$ cat src/rtl/sync_fifo_ctrl_if.sv
// Handshake and status bundle for sync_fifo_ctrl; the master drives requests, the FIFO (slave) drives status.
interface sync_fifo_ctrl_if #(
  parameter int DATA_WIDTH = 16,
  parameter int ADDR_WIDTH = 4
);
  logic                  wr_en;
  logic [DATA_WIDTH-1:0] din;
  logic                  rd_en;
  logic                  clr_flags;
  logic [DATA_WIDTH-1:0] dout;
  logic                  dout_valid;
  logic                  full;
  logic                  empty;
  logic                  almost_full;
  logic                  almost_empty;
  logic [ADDR_WIDTH:0]   level;
  logic                  overflow;
  logic                  underflow;

  modport master (
    output wr_en, din, rd_en, clr_flags,
    input  dout, dout_valid, full, empty, almost_full, almost_empty, level, overflow, underflow
  );

  modport slave (
    input  wr_en, din, rd_en, clr_flags,
    output dout, dout_valid, full, empty, almost_full, almost_empty, level, overflow, underflow
  );
endinterface

$ cat src/rtl/sync_fifo_ctrl.sv
// Single-clock parametrised FIFO with standard or show-ahead read, level/threshold flags
// and sticky overflow/underflow error flags.
module sync_fifo_ctrl #(
  parameter int DATA_WIDTH = 16,
  parameter int ADDR_WIDTH = 4,
  parameter int FWFT       = 0,
  parameter int AF_THRESH  = (2 ** ADDR_WIDTH) - 2,
  parameter int AE_THRESH  = 1
) (
  input  logic            clk,
  input  logic            reset,
  sync_fifo_ctrl_if.slave bus
);
  localparam int DEPTH = 2 ** ADDR_WIDTH;
  localparam int CW    = ADDR_WIDTH + 1;

  localparam logic [CW-1:0] DEPTH_C = CW'(DEPTH);
  localparam logic [CW-1:0] AF_C    = CW'(AF_THRESH);
  localparam logic [CW-1:0] AE_C    = CW'(AE_THRESH);

  logic [DATA_WIDTH-1:0] mem [DEPTH];
  logic [ADDR_WIDTH-1:0] wr_ptr, rd_ptr;
  logic [CW-1:0]         count;
  logic                  rd_acc, wr_acc;
  logic                  full_i, empty_i;

  assign empty_i = (count == '0);
  assign full_i  = (count == DEPTH_C);

  // A push into a full FIFO is allowed only when the same cycle frees a slot.
  assign rd_acc = bus.rd_en & ~empty_i;
  assign wr_acc = bus.wr_en & (~full_i | rd_acc);

  assign bus.full         = full_i;
  assign bus.empty        = empty_i;
  assign bus.almost_full  = (count >= AF_C);
  assign bus.almost_empty = (count <= AE_C);
  assign bus.level        = count;

  // NOTE: sequential state uses non-blocking (<=) so every flop samples pre-edge values.
  always_ff @(posedge clk) begin
    if (reset) begin
      wr_ptr        <= '0;
      rd_ptr        <= '0;
      count         <= '0;
      bus.overflow  <= 1'b0;
      bus.underflow <= 1'b0;
    end else begin
      if (wr_acc) wr_ptr <= wr_ptr + 1'b1;
      if (rd_acc) rd_ptr <= rd_ptr + 1'b1;
      if (wr_acc && !rd_acc)      count <= count + 1'b1;
      else if (rd_acc && !wr_acc) count <= count - 1'b1;
      // A fresh error in the clearing cycle keeps its flag set.
      bus.overflow  <= (bus.overflow  & ~bus.clr_flags) | (bus.wr_en & ~wr_acc);
      bus.underflow <= (bus.underflow & ~bus.clr_flags) | (bus.rd_en & empty_i);
    end
  end

  // NOTE: the storage array has no reset; only pointers and count define its contents.
  always_ff @(posedge clk) begin
    if (!reset && wr_acc) mem[wr_ptr] <= bus.din;
  end

  generate
    if (FWFT != 0) begin : g_fwft
      // NOTE: the ternary gives dout a value on every path, so no latch is inferred.
      assign bus.dout       = empty_i ? '0 : mem[rd_ptr];
      assign bus.dout_valid = ~empty_i;
    end else begin : g_std
      always_ff @(posedge clk) begin
        if (reset) begin
          bus.dout       <= '0;
          bus.dout_valid <= 1'b0;
        end else begin
          if (rd_acc) bus.dout <= mem[rd_ptr];
          bus.dout_valid <= rd_acc;
        end
      end
    end
  endgenerate
endmodule
$ cat src/flat_wrapper.sv
// flat-port wrapper written by rule: the top's interface ports become plain ports
module sync_fifo_ctrl_flat 
#(
  parameter int DATA_WIDTH = 16,
  parameter int ADDR_WIDTH = 4,
  parameter int FWFT       = 0,
  parameter int AF_THRESH  = (2 ** ADDR_WIDTH) - 2,
  parameter int AE_THRESH  = 1
)
  (clk, reset, bus_wr_en, bus_din, bus_rd_en, bus_clr_flags, bus_dout, bus_dout_valid, bus_full, bus_empty, bus_almost_full, bus_almost_empty, bus_level, bus_overflow, bus_underflow);
  sync_fifo_ctrl_if #(.DATA_WIDTH(DATA_WIDTH), .ADDR_WIDTH(ADDR_WIDTH)) bus_i ();
  input  logic clk;
  input  logic reset;
  input wire logic [$bits(bus_i.wr_en)-1:0] bus_wr_en;
  input wire logic [$bits(bus_i.din)-1:0] bus_din;
  input wire logic [$bits(bus_i.rd_en)-1:0] bus_rd_en;
  input wire logic [$bits(bus_i.clr_flags)-1:0] bus_clr_flags;
  output wire logic [$bits(bus_i.dout)-1:0] bus_dout;
  output wire logic [$bits(bus_i.dout_valid)-1:0] bus_dout_valid;
  output wire logic [$bits(bus_i.full)-1:0] bus_full;
  output wire logic [$bits(bus_i.empty)-1:0] bus_empty;
  output wire logic [$bits(bus_i.almost_full)-1:0] bus_almost_full;
  output wire logic [$bits(bus_i.almost_empty)-1:0] bus_almost_empty;
  output wire logic [$bits(bus_i.level)-1:0] bus_level;
  output wire logic [$bits(bus_i.overflow)-1:0] bus_overflow;
  output wire logic [$bits(bus_i.underflow)-1:0] bus_underflow;
  assign bus_i.wr_en = bus_wr_en;
  assign bus_i.din = bus_din;
  assign bus_i.rd_en = bus_rd_en;
  assign bus_i.clr_flags = bus_clr_flags;
  assign bus_dout = bus_i.dout;
  assign bus_dout_valid = bus_i.dout_valid;
  assign bus_full = bus_i.full;
  assign bus_empty = bus_i.empty;
  assign bus_almost_full = bus_i.almost_full;
  assign bus_almost_empty = bus_i.almost_empty;
  assign bus_level = bus_i.level;
  assign bus_overflow = bus_i.overflow;
  assign bus_underflow = bus_i.underflow;
  sync_fifo_ctrl #(.DATA_WIDTH(DATA_WIDTH), .ADDR_WIDTH(ADDR_WIDTH), .FWFT(FWFT), .AF_THRESH(AF_THRESH), .AE_THRESH(AE_THRESH)) u_core (.clk(clk), .reset(reset), .bus(bus_i));
endmodule
$ cat config.mk
export PLATFORM = sky130hd
export DESIGN_NAME = sync_fifo_ctrl_flat
export DESIGN_NICKNAME = d
export VERILOG_FILES = /design/src/rtl/sync_fifo_ctrl_if.sv /design/src/rtl/sync_fifo_ctrl.sv /design/src/flat_wrapper.sv
export SDC_FILE = /design/constraint.sdc
export NUM_CORES = 1
export LEC_CHECK = 0
export CAP_MARGIN = 20
export CORE_ASPECT_RATIO = 0.75
export CORE_MARGIN = 4
export CORE_UTILIZATION = 40
export CTS_CLUSTER_DIAMETER = 200
export CTS_CLUSTER_SIZE = 24
export DETAILED_ROUTE_END_ITERATION = 12
export GPL_ROUTABILITY_DRIVEN = 1
export HOLD_SLACK_MARGIN = 0.08
export SKIP_CTS_REPAIR_TIMING = 1
export SLEW_MARGIN = 30
export SYNTH_ARGS = -nofsm -noshare
export SYNTH_HDL_FRONTEND = slang
export SYNTH_SLANG_ARGS = --single-unit
$ cat constraint.sdc
create_clock -name clk -period 4.6 [get_ports clk]
set_clock_uncertainty 0.2 [all_clocks]
set_input_delay 0.46 -clock clk [delete_from_list [all_inputs] [get_ports clk]]
set_output_delay 0.46 -clock clk [all_outputs]
set_load 0.01 [all_outputs]
# --- After elaboration in Yosys (flattened, before gate mapping) ---
# Memories as Yosys holds them, arrays and structs flattened. A register that Yosys moved wholly into a read port is not among the register bits.
# Cells that the tools add are included.
classes:
  add_sub_neg: 4
  order_cmp: 2
  n_eq_ne: 1
  n_mux: 4
  bitwise_logic: 13
  n_reduce_logical: 8
op_table:
  columns: ["cell", "count"]
  rows:
  - ["$mux W5", 2]
  - ["$add A4 B1 Y4 const B", 2]
  - ["$and A1 B1 Y1", 6]
  - ["$add A5 B1 Y5 const B", 1]
  - ["$eq A5 B5 Y1 const B", 1]
  - ["$ge A5 B4 Y1 const B", 1]
  - ["$le A5 B1 Y1 const B", 1]
  - ["$logic_not A5 Y1", 1]
  - ["$sub A5 B1 Y5 const B", 1]
  - ["$not A1 Y1", 4]
  - ["$logic_and A1 B1 Y1", 3]
  - ["$logic_not A1 Y1", 3]
  - ["$or A1 B1 Y1", 3]
  - ["$mux W1", 2]
  - ["$reduce_bool A2 Y1", 1]
word_totals:
  reg_bits: 16
  mem_bits_rw: 256
  input_bits: 21
  out_inout_bits: 28
  mem_count: 1
memory_table:
  columns: ["name", "depth", "word_bits", "read_ports", "rd_ports_with_merged_regs", "write_ports", "line", "text"]
  rows:
  - ["u_core.mem", 16, 16, 1, 1, 1, "sync_fifo_ctrl.sv:21", "logic [DATA_WIDTH-1:0] mem [DEPTH];"]

# --- Depth between registers and ports, before layout ---
# Gate-level depths: netlist of run 1.
depth:
  depth_word: 9
  depth_mapped: 11
  mapped_depth_nobuf: 9

# --- Worst setup path after synthesis of run 1 ---
# OpenSTA, ideal clock, no wires.
synth_timing:
  path_kind: "flip-flop to flip-flop"
  startpoint: "register u_core.count[0], in the netlist u_core.bus.level[0]"
  endpoint: "register u_core.count[4], in the netlist u_core.bus.level[4]"
  setup_ps: 128
  t_arrival_ps: 2517
  path_slack_ps: 1756
  stages_incl_launch_ff: 12
  synth_period_minus_slack_ps: 2844
  path_cell_list: "dfxtp_1 -> inv_1 -> ha_1 -> or4b_4 -> buf_6 -> nand2_4 -> buf_2 -> ha_1 -> or4b_2 -> a21oi_1 -> xnor2_1 -> nor2_1"
synth_via:
  elab_chain_len: 8
  word_cells_on_any_way: 16
  cone_classes: "add/sub: 2; eq/ne: 1; mux: 2; bitwise: 5; reduce/logical: 6"
synth_rtl:
  columns: ["element", "line", "text"]
  rows:
  - ["start: declaration", "sync_fifo_ctrl.sv:23", "logic [CW-1:0] count;"]
  - ["start signal: assignment", "sync_fifo_ctrl.sv:51", "if (wr_acc && !rd_acc) count <= count + 1'b1;"]
  - ["start signal: assignment", "sync_fifo_ctrl.sv:52", "else if (rd_acc && !wr_acc) count <= count - 1'b1;"]
  - ["$logic_not A5 Y1", "sync_fifo_ctrl.sv:27", "assign empty_i = (count == '0);"]
  - ["$not A1 Y1", "sync_fifo_ctrl.sv:31", "assign rd_acc = bus.rd_en & ~empty_i;"]
  - ["$and A1 B1 Y1", "sync_fifo_ctrl.sv:31", null]
  - ["$or A1 B1 Y1", "sync_fifo_ctrl.sv:32", "assign wr_acc = bus.wr_en & (~full_i | rd_acc);"]
  - ["$and A1 B1 Y1", "sync_fifo_ctrl.sv:32", null]
  - ["$logic_not A1 Y1", "sync_fifo_ctrl.sv:52", null]
  - ["$logic_and A1 B1 Y1", "sync_fifo_ctrl.sv:52", null]
  - ["$reduce_bool A2 Y1 (no source line)", null, null]
# Several ways; a longest one is shown, not always the timed one. The select of a mux whose other input is x is not followed.
# A chain may end at the register's enable or synchronous reset.

# --- Worst setup path after layout of run 1 ---
layout_timing:
  startpoint: "register u_core.count[1], in the netlist u_core.bus.level[1]"
  endpoint: "output port bus_empty"
layout_via:
  elab_chain_len: 1
layout_rtl:
  columns: ["element", "line", "text"]
  rows:
  - ["$logic_not A5 Y1", "sync_fifo_ctrl.sv:27", null]
  - ["end: declaration", "flat_wrapper.sv:21", "output wire logic [$bits(bus_i.empty)-1:0] bus_empty;"]
# Every way passes these cells.

==> flow_summary.toml, run 1 <==
[worst_setup_path]
slowest_delay_ps = 540
crit_family = "buffers and inverters"
end_kind = "output pin"
crit_arrival_ps = 2390
path_buf_inv = 3
required_ps = 3940
cp_common_cell = "inv_1"
r2r_cells = 9
path_depth = 5
start_kind = "flop"
crit_slowest_cell = "clkdlybuf4s50_1"
path_cells = "inv_1, ha_1, or4b_4, inv_1, clkdlybuf4s50_1"
crit_type = "flop to output pin"
cp_max_fo = 8

[place]
post-place-ws_ps = 1310
place_area_um2 = 12100
port_buffers = 48
place_hpwl_um = 14500
globalplace.congestion = 0.759
dpl.cell_count = 924

[clocking]
htree_levels = 1
cts-root-buf = "clkbuf_16"
clk_latency_ps = 510
clk_pin_slew_ps = 100
clockBufferDepth = 3
numCtsBuffers = 15
cts_tree = "yes"
cts.sinks = 288

[sta]
whs_ps = 324
finalHoldViolations = 0
rsz0062_at_grt = "false"
fmax_mhz = 328
setup_violations = 0
fin_crit_sh = 0.662
worst_slew_pin_slew_ps = 987
slew_violations = 0
relSlewSlack = 0.342
worst_slack_ps = 1550
fin_setup_tns_ps = 0
fin_crit_ps = 3050

[global_routing]
grt_use_met2 = 0.231
grt_usage = 0.146
grt_use_met3 = 0.0210
use_met1 = 0.220
grt_pass1_wl_um = 34600
grt_max_degree = 33
grt_overflow = 0
grt_pass1_vias = 5417
grt.busiest_layer = "met2"
antenna_found_initial = 0

[finish]
multi_input_area_um2 = 2820
post-route-util = 0.460
drive_gt1_frac = 0.204
area_delta_synth_final_pct = 11.9
diodes = 0
nNetsFinal = 622
fin_area_um2 = 12600
stdcell_count = 949
seq_area_um2 = 8330
nFillCells = 2301

[power]
power_density_nw_per_um2 = 443
leakage_nw = 3.76
p_total_mw = 5.56
vdd_drop_max_mv = 0.244

[detailed_routing]
wl_per_cell_um = 23.8
route.detailed.drc = 0
first_pass_iters = 5
via_per_inst = 5.53
wl_um = 22600
drt.antenna.violating_nets = 0
vias = 5250
drt_iter0_markers = 369

[synth]
synthCells = 548
synth_enable_flop_cells = 256
ys_seq_elements = 288
syn-num-nets = 580
ys_types = 36
yosysSeqAreaShare = 0.742
ys_warn_count = 0
avgSynthCellArea_um2 = 20.5
ys.flop_type = "edfxtp_1"
synth-async-reset-ratio = 0
syn-cell-area_um2 = 11200

[hold_path]
hold_depth = 2
hold_class = "flop to flop"

[die]
num_io_pins = 49
dieArea_um2 = 30800
fp.dieH_um = 153
rows = 52
chipWidth_um = 201
start_util = 0.411
core_um2 = 27300

[outcome]
status = "finished clean"

[job]
cap_violations = 0
[path summary, 6_finish.rpt]
path | from | to | slack, ps
max | u_core.bus.level[1] | bus_empty | 1550
min | u_core.rd_ptr[3] | u_core.rd_ptr[3] | 320
max reg2reg | u_core.bus.level[0] | u_core.bus.level[4] | 1610
min reg2reg | u_core.rd_ptr[3] | u_core.rd_ptr[3] | 320
[worst reg2reg max path, cell delays in order (launching register included)]
cell     delay [ps]
dfxtp_1         470
inv_1           140
ha_1            230
or4b_4          250
nand2_4         200
ha_1            370
or4b_2          640
a21oi_1         190
xnor2_1         140
nor2_1           50
[metal layers]
layer / part of all wire / wire length, um
met5: 0 / 0
met4: 0.021 / 479
met3: 0.035 / 801
met2: 0.47 / 10700
met1: 0.47 / 10600
[cell usage in the layout (no fill, tap or decap), drive strengths merged, types with 7 or more instances in the layout]
cell and count:
edfxtp 256, mux4 64, clkdlybuf4s50 48, mux2i 34, dfxtp 32, nor2 31, clkbuf 24, nand3b 16
o221ai 16, ha 11, a21oi 9, buf 8, inv 7, nand2 7
[flip-flops by register name (all words and copies together), names as in the netlist]
name,flops
u_core.mem,256
u_core.bus.dout,16
u_core.bus.level,5
u_core.rd_ptr,4
u_core.wr_ptr,4
u_core.bus.dout_valid,1
u_core.bus.overflow,1
u_core.bus.underflow,1
[report_power, final]
group          internal, mW  total (mW)  switching, mW
registers              2.95        3.13          0.174
clock network         0.623        1.41          0.787
logic                 0.542        1.03          0.488
total                  4.12        5.56           1.45
[cells in the mapped netlist (2+ instances only)]
master	count	area [um^2]
o211ai_1	2	15.0
o21ai_0	2	10.0
buf_1	6	22.5
inv_1	6	22.5
xor2_1	5	43.8
nand3b_1	16	120
nand2b_1	2	12.5
or3_1	4	25.0
dfxtp_1	32	641
xnor2_1	3	26.3
nand4_1	3	18.8
nand2_1	6	22.5
edfxtp_1	256	7690
buf_4	2	15.0
a21oi_1	9	45.0
nand3_1	3	15.0
buf_6	3	33.8
buf_2	10	50.1
mux4_2	64	1440
o221ai_1	6	52.6
clkbuf_1	9	33.8
nor2_1	31	116
mux2i_1	34	340
nor2b_1	3	18.8
o221ai_2	10	150
ha_1	11	138
[cell type report]
type,instances,area share
flip-flops and latches,288,0.663
multi-input cells,223,0.224
repair buffers,56,0.0428
well taps,351,0.0349
clock buffers,24,0.0325
inverters,6,0.00179
clock inverters,1,0.000697
[cells by family (layout without fill, tap and decap cells)]
| kind of cell | Yosys count | after routing | share of synthesized area |
|---|---|---|---|
| buffers and inverters | 37 | 87 | 0.0176 |
| xor gates and xnor gates | 8 | 8 | 0.00624 |
| and+or+nand+nor | 75 | 75 | 0.0378 |
| adders and majority gates | 11 | 11 | 0.0123 |
| DFF | 288 | 288 | 0.742 |
| muxes | 99 | 99 | 0.160 |
| AOI/OAI and AO/OA | 30 | 30 | 0.0250 |
No activity file was read; power rests on OpenSTA's default activity.
==> run 2: changes to the inputs <==
Clock period 4.6 ns to 2.6 ns, I/O delays scaled along.
==> flow_summary.toml, run 2 (synthesis gave the netlist of run 1 again) <==
[place]
dpl.cell_count = 960
place_area_um2 = 12500
port_buffers = 48
place_hpwl_um = 14500
globalplace.congestion = 0.797
post-place-ws_ps = 75.7

[detailed_routing]
vias = 5417
drt.antenna.violating_nets = 0
first_pass_iters = 5
wl_um = 23300
drt_iter0_markers = 407
route.detailed.drc = 0
wl_per_cell_um = 23.6
via_per_inst = 5.49

[finish]
nNetsFinal = 660
fin_area_um2 = 13000
nFillCells = 2288
final_cell_mix = "edfxtp_1 (256), mux4_2 (64), clkdlybuf4s50_1 (47)"
diodes = 0
regMostFlops = "u_core.mem"
layout_commonest_cell = "edfxtp_1"
largest_register_ffs = 256
area_delta_synth_final_pct = 15.5
post-route-util = 0.475
drive_gt1_frac = 0.261
stdcell_count = 987

[die]
chipWidth_um = 201
start_util = 0.411
dieArea_um2 = 30800
num_io_pins = 49
rows = 52
fp.dieH_um = 153
core_um2 = 27300

[sta]
fin_crit_sh = 0.956
relSlewSlack = 0.603
setup_violations = 0
rsz0062_at_grt = "false"
slew_violations = 0
worst_slew_pin_slew_ps = 593
fmax_mhz = 403
fin_crit_ps = 2480
worst_slack_ps = 116
finalHoldViolations = 0
fin_setup_tns_ps = 0
whs_ps = 267

[clocking]
clk_latency_ps = 490
cts_tree = "yes"
cts-root-buf = "clkbuf_16"
clk_pin_slew_ps = 100
htree_levels = 1
cts.sinks = 288
numCtsBuffers = 15
clockBufferDepth = 3

[global_routing]
grt_overflow = 0
grt_usage = 0.152
antenna_found_initial = 0
grt_pass1_vias = 5735
grt_pass1_wl_um = 35900
grt_max_degree = 37

[power]
power_switching_share = 0.255
p_total_mw = 9.96
clock_power_share = 0.247
leakage_nw = 4.00
intPower_mw = 7.42
power.net_switching_mw = 2.55
power_density_nw_per_um2 = 768
vdd_drop_max_mv = 0.468
seq_power_share = 0.545
pwr-share-comb = 0.208

[worst_setup_path]
crit_arrival_ps = 2020
slowest_delay_ps = 530
crit_type = "flop to output pin"
crit_slowest_cell = "clkdlybuf4s50_1"
crit_family = "buffers and inverters"
path_buf_inv = 4
cp_max_fo = 8
path_cells = "inv_2, ha_2, nand4bb_1, buf_4, inv_1, clkdlybuf4s50_1"
required_ps = 2140
end_kind = "output pin"
start_kind = "flop"

[hold_path]
hold_class = "primary input to flop"

[outcome]
status = "finished clean"

[job]
cap_violations = 0
==> run 2: final cells by class <==
type,count,area (um^2),share of cell area
Clock buffer,25,413,0.0318
Inverter,6,22.5,0.00174
Tap cell,351,439,0.0338
Sequential cell,288,8340,0.643
Timing Repair Buffer,94,995,0.0767
Multi-Input combinational cell,223,2760,0.213
==> run 2: path summary, 6_finish.rpt <==
path / from / endpoint / slack (ps) / cells past startpoint
worst max-delay path: u_core.bus.level[1] / bus_full / 120 / 6
worst max register to register: u_core.bus.level[1] / u_core.bus.level[4] / 140 / 9
worst min-delay path: bus_clr_flags / u_core.bus.underflow / 270 / 4
worst min register to register: u_core.rd_ptr[3] / u_core.rd_ptr[3] / 320 / 2
==> run 2: worst register-to-register path: stages (launching register included) <==
cell and delay, ps:
dfxtp_4 380, inv_2 80, ha_2 190, nand4bb_1 130, o21a_1 240, ha_4 170
or4b_2 620, a21oi_2 170, xnor2_1 130, nor2_1 50
==> run 2: power groups by stage <==
stage                     Clock [mW]  Sequential [mW]  Combinational, mW
final                           2.47             5.43               2.07
after global routing            2.72             5.46               2.24
after CTS                       2.54             5.43               2.07
after detailed placement           0             5.54               2.06
after global placement             0             5.53               2.02
after floorplan                    0             5.49               1.32
==> run 2: per-layer routing <==
metal / vias to the layer above / global-route usage / part of all wire
met5: - / 0 / 0
met4: 0 / 0.0264 / 0.017
met3: 26 / 0.0235 / 0.043
met2: 125 / 0.248 / 0.48
met1: 2877 / 0.222 / 0.46
li1: 2389 / - / -
==> run 3: changes to the inputs <==
--- a/config.mk
+++ b/config.mk
@@ -6,9 +6,9 @@
 export NUM_CORES = 1
 export LEC_CHECK = 0
+export ABC_CLOCK_PERIOD_IN_PS = 2600
 export CAP_MARGIN = 20
 export CORE_ASPECT_RATIO = 0.75
 export CORE_MARGIN = 4
 export CORE_UTILIZATION = 40
-export CTS_CLUSTER_DIAMETER = 200
 export CTS_CLUSTER_SIZE = 24
 export DETAILED_ROUTE_END_ITERATION = 12
==> constraint.sdc (replaced) <==
create_clock -name clk -period 2.6 [get_ports clk]
set_clock_uncertainty 0.2 [all_clocks]
set_input_delay 0.26 -clock clk [delete_from_list [all_inputs] [get_ports clk]]
set_output_delay 0.26 -clock clk [all_outputs]
set_load 0.1 [all_outputs]
==> flow_summary.toml, run 3 (synthesis gave the netlist of run 1 again) <==
[sta]
fin_setup_tns_ps = 0
relSlewSlack = 0.629
fin_crit_sh = 0.966
whs_ps = 200
setup_violations = 0
rsz0062_at_grt = "false"
worst_slack_ps = 89.7
finalHoldViolations = 0
fmax_mhz = 398
fin_crit_ps = 2510
slew_violations = 0
worst_slew_pin_slew_ps = 555

[power]
intPower_mw = 9.04
power_density_nw_per_um2 = 969
pwr-share-comb = 0.239
p_total_mw = 13.1
clock_power_share = 0.346
vdd_drop_max_mv = 0.619
leakage_nw = 4.39
power.net_switching_mw = 4.06
seq_power_share = 0.415
power_switching_share = 0.310

[global_routing]
grt_overflow = 0
grt_max_degree = 44
antenna_found_initial = 0
grt_pass1_wl_um = 37500
grt_pass1_vias = 5918
grt_usage = 0.159

[worst_setup_path]
end_kind = "flop"
r2r_cells = 8
rr_endpoint = "u_core.bus.dout[8]"
r2r_start = "u_core.bus.level[0]"
cp-startpoint = "u_core.bus.level[0]"
crit_path_end = "u_core.bus.dout[8]"
cp_max_fo = 22
crit_type = "flop to flop"
crit_arrival_ps = 2710
start_kind = "flop"
reg2reg_slack_ps = 90
required_ps = 2800

[clocking]
clockBufferDepth = 3
cts-root-buf = "clkbuf_16"
clk_latency_ps = 550
htree_levels = 1
clk_pin_slew_ps = 60
cts_tree = "yes"
numCtsBuffers = 29
cts.sinks = 288

[detailed_routing]
wl_um = 24500
via_per_inst = 5.45
route.detailed.drc = 0
first_pass_iters = 5
wl_per_cell_um = 24.0
drt_iter0_markers = 407
vias = 5571
drt.antenna.violating_nets = 0

[place]
place_hpwl_um = 15400
port_buffers = 48
dpl.cell_count = 968
post-place-ws_ps = 123
globalplace.congestion = 0.763

[finish]
layout_commonest_cell = "edfxtp_1"
area_delta_synth_final_pct = 20.3
largest_register_ffs = 256
multi_input_area_um2 = 2760
drive_gt1_frac = 0.343
nFillCells = 2222
stdcell_count = 1022
seq_area_um2 = 8350
diodes = 0
regMostFlops = "u_core.mem"
final_cell_mix = "edfxtp_1 (256), buf_4 (73), mux4_2 (64)"
nNetsFinal = 680

[die]
start_util = 0.411
rows = 52
chipWidth_um = 201
core_um2 = 27300
dieArea_um2 = 30800
num_io_pins = 49
fp.dieH_um = 153

[job]
cap_violations = 0

[hold_path]
hold_class = "primary input to flop"

[outcome]
status = "finished clean"
## run 3: cell types whose count changed in the layout (fill, tap and decap cells not counted), sizes merged, moves of 4 or more
cell / previous run / this run
buf: 46 / 80
clkinv: 0 / 11
clkbuf: 25 / 31
bufinv: 0 / 7
clkdlybuf4s50: 47 / 20
inv: 6 / 10
## run 3: worst min-delay path by stage
stage	startpoint	to	slack, ps	depth (start not counted)
global route	bus_rd_en	u_core.bus.underflow	210	3
floorplan	bus_din[0]	u_core.mem[0][0]	160	0
detailed placement	u_core.bus.dout[1]	u_core.bus.dout[1]	340	2
CTS	bus_clr_flags	u_core.bus.underflow	170	4
global placement	u_core.bus.dout[8]	u_core.bus.dout[8]	310	2
finish	bus_clr_flags	u_core.bus.underflow	200	4
## run 3: final cells by class
| type | instances | area share |
|---|---|---|
| multi-input cells | 223 | 0.204 |
| inverters | 6 | 0.00204 |
| clock inverters | 23 | 0.0237 |
| repair buffers | 100 | 0.0657 |
| flip-flops and latches | 288 | 0.618 |
| clock buffers | 31 | 0.0543 |
| well taps | 351 | 0.0325 |
## run 3: power by group through the flow
stage | registers [mW] | clock network [mW] | logic [mW]
final | 5.43 | 4.53 | 3.13
after global routing | 5.45 | 4.83 | 3.30
after detailed placement | 5.53 | 0 | 3.16
after global placement | 5.52 | 0 | 3.12
after floorplan | 6.35 | 0 | 1.58
after CTS | 5.43 | 4.64 | 3.18
## run 3: layer usage
metal | vias up | track usage | part of all wire
met4 | 0 | 0.0309 | 0.019
met5 | - | 0 | 0
met1 | 2922 | 0.229 | 0.45
met3 | 34 | 0.0305 | 0.054
li1 | 2454 | - | -
met2 | 161 | 0.257 | 0.48
## run 3: worst max-delay path: stages (launching register included)
cell      delay [ps]
dfxtp_4          380
inv_4             70
ha_2             180
or4b_4           520
nand2_4          110
buf_4            300
or3_1            180
buf_4            250
o221ai_1         160
## run 3: metrics by stage
| step | cell area (um^2) | utilization |
|---|---|---|
| 6_report | 13500 | 0.495 |
| 5_1_grt | 13500 | 0.495 |
| 4_1_cts | 13500 | 0.495 |
| 3_5_place_dp | 12500 | 0.456 |
| 3_3_place_gp | 12500 | 0.456 |
| 2_1_floorplan | 11300 | - |
